## src/rtl/serpent_pkg.sv

```systemverilog
// Shared Serpent definitions: S-box tables, FSM encoding and the bitsliced S-box helper.
package serpent_pkg;

   localparam int ROUNDS     = 32;
   localparam int FINAL_KIDX = 32;

   typedef enum logic [1:0] {
      ST_IDLE  = 2'd0,
      ST_ROUND = 2'd1,
      ST_FINAL = 2'd2,
      ST_DONE  = 2'd3
   } state_t;

   // 32-bit rotate left by a constant amount (1..31).
   function automatic logic [31:0] rotl32(input logic [31:0] x, input int n);
      return (x << n) | (x >> (32 - n));
   endfunction

   // One Serpent S-box lookup; each table row lists entries 0..15 from the MSB down.
   function automatic logic [3:0] sbox_lookup(input logic [2:0] box, input logic [3:0] x);
      logic [63:0] row;
      case (box)
         3'd0:    row = 64'h38F1A65BED42709C;
         3'd1:    row = 64'hFC27905A1BE86D34;
         3'd2:    row = 64'h86793CAFD1E40B52;
         3'd3:    row = 64'h0FB8C963D124A75E;
         3'd4:    row = 64'h1F83C0B6254A9E7D;
         3'd5:    row = 64'hF52B4A9C03E8D671;
         3'd6:    row = 64'h72C5846BE91FD3A0;
         default: row = 64'h1DF0E82B74CA9356;
      endcase
      return row[(6'd60 - {x, 2'b00}) +: 4];
   endfunction

   // Bitsliced S-box: bit i of X0..X3 forms nibble {X3,X2,X1,X0}, result written back in place.
   function automatic logic [127:0] sbox_apply(input logic [2:0] box, input logic [127:0] blk);
      logic [31:0] x0, x1, x2, x3;
      logic [31:0] y0, y1, y2, y3;
      logic [3:0]  s;
      x0 = blk[127:96];
      x1 = blk[95:64];
      x2 = blk[63:32];
      x3 = blk[31:0];
      y0 = '0;
      y1 = '0;
      y2 = '0;
      y3 = '0;
      for (int i = 0; i < 32; i++) begin
         s     = sbox_lookup(box, {x3[i], x2[i], x1[i], x0[i]});
         y0[i] = s[0];
         y1[i] = s[1];
         y2[i] = s[2];
         y3[i] = s[3];
      end
      return {y0, y1, y2, y3};
   endfunction

endpackage

```

## src/rtl/serpent_lt.sv

```systemverilog
// Serpent linear transform on four 32-bit words, X0 in the top word.
module serpent_lt
   import serpent_pkg::*;
(
   input  logic [127:0] i_data,
   output logic [127:0] o_data
);

   logic [31:0] x0, x1, x2, x3;

   // Rotate/xor mixing network, evaluated in the standard step order.
   always_comb begin
      x0 = i_data[127:96];
      x1 = i_data[95:64];
      x2 = i_data[63:32];
      x3 = i_data[31:0];
      x0 = rotl32(x0, 13);
      x2 = rotl32(x2, 3);
      x1 = x1 ^ x0 ^ x2;
      x3 = x3 ^ x2 ^ (x0 << 3);
      x1 = rotl32(x1, 1);
      x3 = rotl32(x3, 7);
      x0 = x0 ^ x1 ^ x3;
      x2 = x2 ^ x3 ^ (x1 << 7);
      x0 = rotl32(x0, 5);
      x2 = rotl32(x2, 22);
      o_data = {x0, x1, x2, x3};
   end

endmodule

```

## src/rtl/serpent_sbox_layer.sv

```systemverilog
// Combinational bitsliced S-box layer over a full 128-bit block.
module serpent_sbox_layer
   import serpent_pkg::*;
(
   input  logic [127:0] i_data,
   input  logic [2:0]   i_sel,
   output logic [127:0] o_data
);

   // Apply the selected S-box to all 32 bit columns.
   always_comb begin
      o_data = sbox_apply(i_sel, i_data);
   end

endmodule

```

## src/rtl/serpent_round_sched.sv

```systemverilog
// Iterative Serpent-128 encryptor: one round per cycle on a shared datapath,
// round keys fetched by index from an external same-cycle key store.
//
// Handshakes: a transfer happens on a rising edge where valid and ready are both
// high. o_ready is high only in IDLE; o_valid/o_data are held stable in DONE until
// i_ready is seen, and the producer side never withdraws a valid it has raised.
module serpent_round_sched
   import serpent_pkg::*;
#(
   parameter int KIDX_W = 6
) (
   input  logic              i_clk,
   input  logic              i_rst_n,
   input  logic              i_valid,
   output logic              o_ready,
   input  logic [127:0]      i_data,
   output logic [KIDX_W-1:0] o_rkey_idx,
   input  logic [127:0]      i_rkey,
   output logic              o_valid,
   input  logic              i_ready,
   output logic [127:0]      o_data,
   output logic              o_busy,
   output logic [1:0]        o_state
);

   state_t            state;
   logic [KIDX_W-1:0] rnd;
   logic [127:0]      blk;
   logic [127:0]      mixed;
   logic [127:0]      sbox_out;
   logic [127:0]      lt_out;

   // Key mix feeds both the S-box layer and the final whitening step.
   always_comb begin
      mixed = blk ^ i_rkey;
   end

   serpent_sbox_layer u_sbox (
      .i_data (mixed),
      .i_sel  (rnd[2:0]),
      .o_data (sbox_out)
   );

   serpent_lt u_lt (
      .i_data (sbox_out),
      .o_data (lt_out)
   );

   // Key index follows the round counter; the final whitening key sits after the last round.
   always_comb begin
      case (state)
         ST_ROUND: o_rkey_idx = rnd;
         ST_FINAL: o_rkey_idx = KIDX_W'(FINAL_KIDX);
         default:  o_rkey_idx = '0;
      endcase
   end

   // Status outputs decode straight from the state register.
   always_comb begin
      o_ready = (state == ST_IDLE);
      o_valid = (state == ST_DONE);
      o_busy  = (state == ST_ROUND) || (state == ST_FINAL);
      o_state = state;
      o_data  = blk;
   end

   // Control FSM, round counter and block register.
   always_ff @(posedge i_clk or negedge i_rst_n) begin
      if (!i_rst_n) begin
         state <= ST_IDLE;
         rnd   <= '0;
         blk   <= '0;
      end else begin
         case (state)
            ST_IDLE: begin
               if (i_valid) begin
                  blk   <= i_data;
                  rnd   <= '0;
                  state <= ST_ROUND;
               end
            end
            ST_ROUND: begin
               // The last round skips the linear transform.
               if (rnd == KIDX_W'(ROUNDS - 1)) begin
                  blk   <= sbox_out;
                  rnd   <= KIDX_W'(ROUNDS);
                  state <= ST_FINAL;
               end else begin
                  blk <= lt_out;
                  rnd <= rnd + KIDX_W'(1);
               end
            end
            ST_FINAL: begin
               blk   <= mixed;
               state <= ST_DONE;
            end
            default: begin
               if (i_ready) begin
                  state <= ST_IDLE;
               end
            end
         endcase
      end
   end

endmodule

```

## config.mk

```make
export PLATFORM = sky130hd
export DESIGN_NAME = serpent_round_sched
export DESIGN_NICKNAME = d
export VERILOG_FILES = /design/src/rtl/serpent_pkg.sv /design/src/rtl/serpent_lt.sv /design/src/rtl/serpent_sbox_layer.sv /design/src/rtl/serpent_round_sched.sv
export SDC_FILE = /design/constraint.sdc
export NUM_CORES = 2
export LEC_CHECK = 0
export BUFFER_PORTS_ARGS = -buffer_cell sky130_fd_sc_hd__buf_2
export CORE_ASPECT_RATIO = 1.25
export CORE_UTILIZATION = 30
export CTS_BUF_LIST = sky130_fd_sc_hd__clkbuf_8
export CTS_CLUSTER_SIZE = 10
export DETAILED_ROUTE_END_ITERATION = 8
export HOLD_SLACK_MARGIN = 0.08
export PLACE_DENSITY = 0.54
export SYNTH_ARGS = -nofsm -noshare
export SYNTH_HDL_FRONTEND = slang
export SYNTH_SLANG_ARGS = --single-unit
```

## constraint.sdc

```tcl
create_clock -name i_clk -period 4.35 [get_ports i_clk]
set_input_delay 1.0875 -clock i_clk [delete_from_list [all_inputs] [get_ports i_clk]]
set_output_delay 1.0875 -clock i_clk [all_outputs]
set_load 0.01 [all_outputs]
```

* Word level (Yosys, flattened, before mapping)
Cells that the tools add are included.
W data, S select, Z words.
** Word-level totals
- Register bits :: 136
- Input port bits :: 260
- Output and inout port bits :: 139
- Word-level logic and storage cells :: 116
** Cells by class
- Add/sub/neg operators :: 33
- Equal/unequal tests :: 12
- Shift-type cells :: 32
- Mux-type cells :: 12
- Bitwise logic cells :: 15
- Reductions and logical operators :: 9
** Operators by type and width (count)
- $shiftx A64 B7 Y4 :: 32
- $pmux W64 S7 :: 1
- $pmux W128 S3 :: 1
- $mux W128 :: 2
- $xor A32 B32 Y32 :: 8
- $sub A6 B6 Y6 const A :: 32
- $xor A128 B128 Y128 :: 1
- $or A32 B1 Y32 :: 1
- $or A32 B13 Y32 :: 1
- $or A32 B22 Y32 :: 1
- $or A32 B3 Y32 :: 1
- $or A32 B5 Y32 :: 1
- $or A32 B7 Y32 :: 1
- $pmux W6 S2 :: 2
- $mux W6 :: 2
- $eq A3 B3 Y1 const B :: 3
- $add A6 B1 Y6 const B :: 1
- $eq A3 B2 Y1 const B :: 2
- $eq A6 B5 Y1 const B :: 1
- $mux W2 :: 3
- $pmux W2 S3 :: 1
- $eq A2 B2 Y1 const B :: 2
- $reduce_and A2 Y1 :: 2
- $reduce_bool A4 Y1 :: 1
- 10 further kinds :: 10

* Logic depth before layout (Yosys ltp)
- Depth after elaboration :: 12
- Mapped depth :: 21

* Hierarchy
A second synthesis with hierarchy kept.
** Unflattened totals
- Cells, all modules :: 6398
- Area, all modules :: 41584.9 um2
** By module, submodules not included
- serpent_sbox_layer :: times used 1, cells an instance 4894, area an instance 28945.3 um2, seq. area each 0.0 um2
- serpent_round_sched :: times used 1, cells an instance 1250, area an instance 10072.2 um2, seq. area each 3403.3 um2
- serpent_lt :: times used 1, cells an instance 254, area an instance 2567.5 um2, seq. area each 0.0 um2

* Worst setup path before layout
No wires, ideal clock.
- Kind :: flip-flop to flip-flop
- From :: reg rnd[1]
- To :: reg blk[40] (netlist: o_data[40])
- Setup time :: 0.123 ns
- Arrival :: 4.243 ns
- Path slack :: -0.016 ns
- Cell stages (with the launch flop) :: 17
- Clock period less this slack :: 4.366 ns
- Cells stage by stage :: dfrtp_1 -> clkbuf_2 -> buf_2 -> buf_2 -> inv_1 -> clkbuf_1 -> ha_1 -> nor4_4 -> buf_6 -> or3_1 -> mux4_2 -> o221a_2 -> a311oi_2 -> xnor3_1 -> xnor3_1 -> a21oi_1 -> nor3_1
** On the way
- Word-level cells in the longest chain between the ends :: 12
** Ends and longest elaborated chain
- start: declaration :: RTL line serpent_round_sched.sv:27 : logic [KIDX_W-1:0] rnd;
- start signal: assignment :: RTL line serpent_round_sched.sv:86 : rnd <= KIDX_W'(ROUNDS);
- start signal: assignment :: RTL line serpent_round_sched.sv:90 : rnd <= rnd + KIDX_W'(1);
- $eq A3 B3 Y1, or another cell as far along :: RTL line serpent_pkg.sv:22 : case (box)
- $pmux W64 S7 :: RTL line serpent_pkg.sv:22
- $shiftx A64 B7 Y4 :: RTL line serpent_pkg.sv:32 : return row[(6'd60 - {x, 2'b00}) +: 4];
- $or A32 B3 Y32 :: RTL line serpent_pkg.sv:16 : return (x << n) | (x >> (32 - n));
- $xor A32 B32 Y32 (2 in series) :: RTL line serpent_lt.sv:20 : x3 = x3 ^ x2 ^ (x0 << 3);
- $or A32 B7 Y32 :: RTL line serpent_pkg.sv:16
- $xor A32 B32 Y32 (2 in series) :: RTL line serpent_lt.sv:24 : x2 = x2 ^ x3 ^ (x1 << 7);
- $or A32 B22 Y32 :: RTL line serpent_pkg.sv:16
- $mux W128 * :: RTL line serpent_round_sched.sv:84 : if (rnd == KIDX_W'(ROUNDS - 1)) begin
- $pmux W128 S3 * :: RTL line serpent_round_sched.sv:74 : case (state)
- end signal: assignment :: RTL line serpent_round_sched.sv:77 : blk <= i_data;
- end signal: assignment :: RTL line serpent_round_sched.sv:85 : blk <= sbox_out;
- end signal: assignment :: RTL line serpent_round_sched.sv:89 : blk <= lt_out;
- end: declaration :: RTL line serpent_round_sched.sv:28 : logic [127:0] blk;
Every way passes the cells marked *; elsewhere a longest branch is shown, timed or not.
A chain may end at the register's enable or synchronous reset.

* Worst setup path in the final report
- From :: reg rnd[2]
- To :: reg blk[36] (netlist: o_data[36])
Same word-level chain as after synthesis.

==> impl_metrics.py <==
metrics = {
    "outcome": {
        "status": "finished, violations left",
        "violations": "max-capacitance violations, max-slew violations, negative setup slack",
    },
    "clock_network": {
        "clock_path_buffers": 2,
        "holdBufCountCts": 0,
        "clock_latency_ns": 0.58,
        "cts_made_buffers": 17,
        "cts_tree": "built",
        "clkTransAtPathRegs_ns": 0.12,
        "cts_htree_levels": 4,
        "clockRootBuffer": "clkbuf_8",
        "clock_sinks": 136,
    },
    "floorplanning": {
        "start_util_pct": 30.2,
        "placeableCoreArea_um2": 107000,
        "io_pins": 399,
        "row_count": 134,
        "dieArea_um2": 109000,
        "fp.dieW_um": 295,
        "die_h_um": 368,
    },
    "global_route": {
        "grt_pass1_wl_um": 402000,
        "grt_pass1_vias": 43500,
        "antenna_found_initial": 35,
        "grt_usage_pct": 55.2,
        "grt_max_degree": 74,
        "grt_overflow": 0,
    },
    "synth": {
        "yosys.area.top_type": "mux4_2",
        "synth-seq-cells": 136,
        "syn-instance-count": 4071,
        "yosysSeqAreaShare_pct": 10.6,
        "synth_flop_cell": "dfrtp_1",
        "syn_area_um2": 32200,
        "ys_types": 108,
        "synth_edf_count": 0,
        "yosysWarnings": 0,
        "ys_async_sr_fraction_pct": 100,
        "synth_nets": 4341,
        "syn_area_per_cell_um2": 7.91,
        "yosysTopAreaCellShare_pct": 18.6,
        "netlist_top_cells_area": "mux4_2 19%, dfrtp_1 11%, xnor2_1 7.4%",
    },
    "timing": {
        "fin_skew_ns": 0.0296,
        "rsz0062_at_grt": "yes",
        "hold_violations": 0,
        "fin_ws_ns": -0.115,
        "fin_setup_tns_ns": -0.769,
        "fmax_ghz": 0.224,
        "setup_violations": 15,
        "slew-limit-headroom_pct": -1.77,
        "slew_violations": 2,
        "post-route-min-period_ns": 4.47,
        "fin_crit_sh_pct": 103,
        "worst_pin_slew_ns": 1.51,
    },
    "flow_run": {
        "drv_cap": 1,
    },
    "drt": {
        "drc_errors": 0,
        "route.vias.total": 47500,
        "vias_per_cell": 6.97,
        "firstDrtPassIters": 9,
        "drtIter0Drc": 8388,
        "antenna_left": 0,
        "wl_um": 308000,
        "wire_per_inst_um": 45.2,
    },
    "setup_path": {
        "slowest_delay_ns": 0.70,
        "path_delay_family": "XOR/XNOR gates",
        "cp.arrival_ns": 4.91,
        "end_kind": "flop",
        "path_class": "reg2reg",
        "cp-start-kind": "flop",
        "required_ns": 4.79,
        "path_buf_inv": 4,
        "critical_path.cell_chain": "buf_12 > buf_12 > nor2b_1 > nor2_1 > mux4_2 > nand2_1 > a32oi_1 > buf_4 > xnor3_2 > xnor3_2 > nand2_2 > xor2_2 > buf_4 > o21ai_1",
        "crit_fanout": 48,
        "crit_slowest_cell": "nor2_1",
    },
    "cells_and_area": {
        "layout.nets": 5618,
        "syn_to_final_growth_pct": 51.1,
        "fillCellCount": 11000,
        "finalNonFillerCells": 6815,
        "design_area_um2": 48700,
        "drive_gt1_share_pct": 44.1,
        "post-route-util_pct": 45.6,
    },
    "place": {
        "placed_cells": 6724,
        "numPortBuffers": 398,
        "globalplace.congestion": 1.09,
        "placedInstanceArea_um2": 46200,
        "dp_hpwl_um": 245000,
    },
    "hold_path": {
        "min_path_type": "in2async",
    },
}
==> flip-flops by register name, indices dropped and copies added, names as in the netlist <==
signal,cells
rnd,6
o_state,2
o_data,128
==> timing repair <==
| item | 4_1_cts | 5_1_grt |
|---|---|---|
| gates resized for setup | 72 | 244 |
| gates cloned | 0 | 1 |
| setup buffers | 14 | 20 |
| endpoints found under the setup margin | 69 | 103 |
| pin swaps | 11 | 78 |
==> area by class of cell <==
cell class	instances	area (um^2)	area share, %
inverters	64	244	0.501
multi-input cells	3400	28500	58.5
flip-flops and latches	136	3410	7.01
clock inverters	15	166	0.342
repair buffers	1729	14300	29.4
diodes	26	65.1	0.134
well taps	1428	1790	3.67
clock buffers	17	234	0.481
==> cell usage after synthesis (37+ instances only) <==
library cell,number
o221ai_1,37
nor2_1,294
o211ai_1,111
dfrtp_1,136
nand2_1,328
a221oi_1,57
nand3_1,142
xor2_1,186
a31oi_1,57
clkbuf_1,381
o21ai_0,389
xnor2_1,272
a21oi_1,257
inv_1,62
mux4_2,266
nor3_1,183
buf_2,44
o31ai_1,47
a211oi_1,128
mux2i_1,81
a222oi_1,53
==> cell usage in the layout (no fill, tap or decap), types with 19 or more instances in the layout <==
master | netlist | final
a222oi_1 | 53 | 53
or3_1 | 25 | 20
nor2_1 | 294 | 276
buf_6 | 15 | 40
o22ai_1 | 33 | 29
a31oi_1 | 57 | 54
a221oi_1 | 57 | 42
buf_12 | 0 | 167
nand2_1 | 328 | 324
nor4_1 | 21 | 21
o31ai_1 | 47 | 42
o221ai_1 | 37 | 36
buf_4 | 13 | 1118
o211ai_1 | 111 | 111
xor2_2 | 3 | 21
dfrtp_1 | 136 | 133
diode_2 | 0 | 26
o21ai_0 | 389 | 371
a2111oi_0 | 33 | 26
inv_1 | 62 | 61
nor3_1 | 183 | 170
mux2i_1 | 81 | 73
a211oi_1 | 128 | 121
xnor2_1 | 272 | 205
xnor2_2 | 2 | 57
xnor3_1 | 27 | 19
a21oi_1 | 257 | 244
nand3_1 | 142 | 140
o21ai_1 | 23 | 34
xor2_1 | 186 | 156
mux4_2 | 266 | 266
buf_2 | 44 | 397
a311oi_1 | 25 | 23
==> kinds of logic after synthesis <==
family                   Yosys count  share of synthesized area, %
adder cells (fa/ha/maj)           10                         0.388
AND/OR/NAND/NOR                 1088                          15.3
buffers and inverters            535                          6.92
AO/OA/AOI/OAI                   1447                          30.4
XOR/XNOR                         491                          14.7
multiplexers                     364                          21.7
flip-flops                       136                          10.6
==> worst paths after layout <==
kind,slack [ns],depth (start not counted),start,to
max reg2reg,-0.12,14,rnd[2],o_data[36]
min in group i_clk,0.58,2,rnd[4],rnd[4]
min,0.55,1,i_rst_n,rnd[4]
max in group asynchronous,2.78,2,i_rst_n,o_data[113]
min reg2reg,0.58,2,rnd[4],rnd[4]
max,-0.12,14,rnd[2],o_data[36]
==> stage by stage <==
step	hold slack, ns	worst slack, ns
6_report	0.549	-0.115
5_1_grt	0.594	-0.104
4_1_cts	0.570	-0.0372
3_5_place_dp	0.551	-0.456
3_3_place_gp	0.539	-0.524
2_1_floorplan	0.512	0.0375
==> per-layer routing <==
layer | vias up | wire length [um] | track usage (%)
met2 | 4505 | 119000 | 74.6
met3 | 1303 | 47400 | 26.0
met5 | - | 583 | 0.226
met1 | 23400 | 109000 | 65.9
met4 | 30 | 32000 | 44.4
li1 | 18300 | - | -
Power is left out: the tool's default activity adds up to more than one toggle a clock period on the data nets, which glitch-free logic cannot reach.
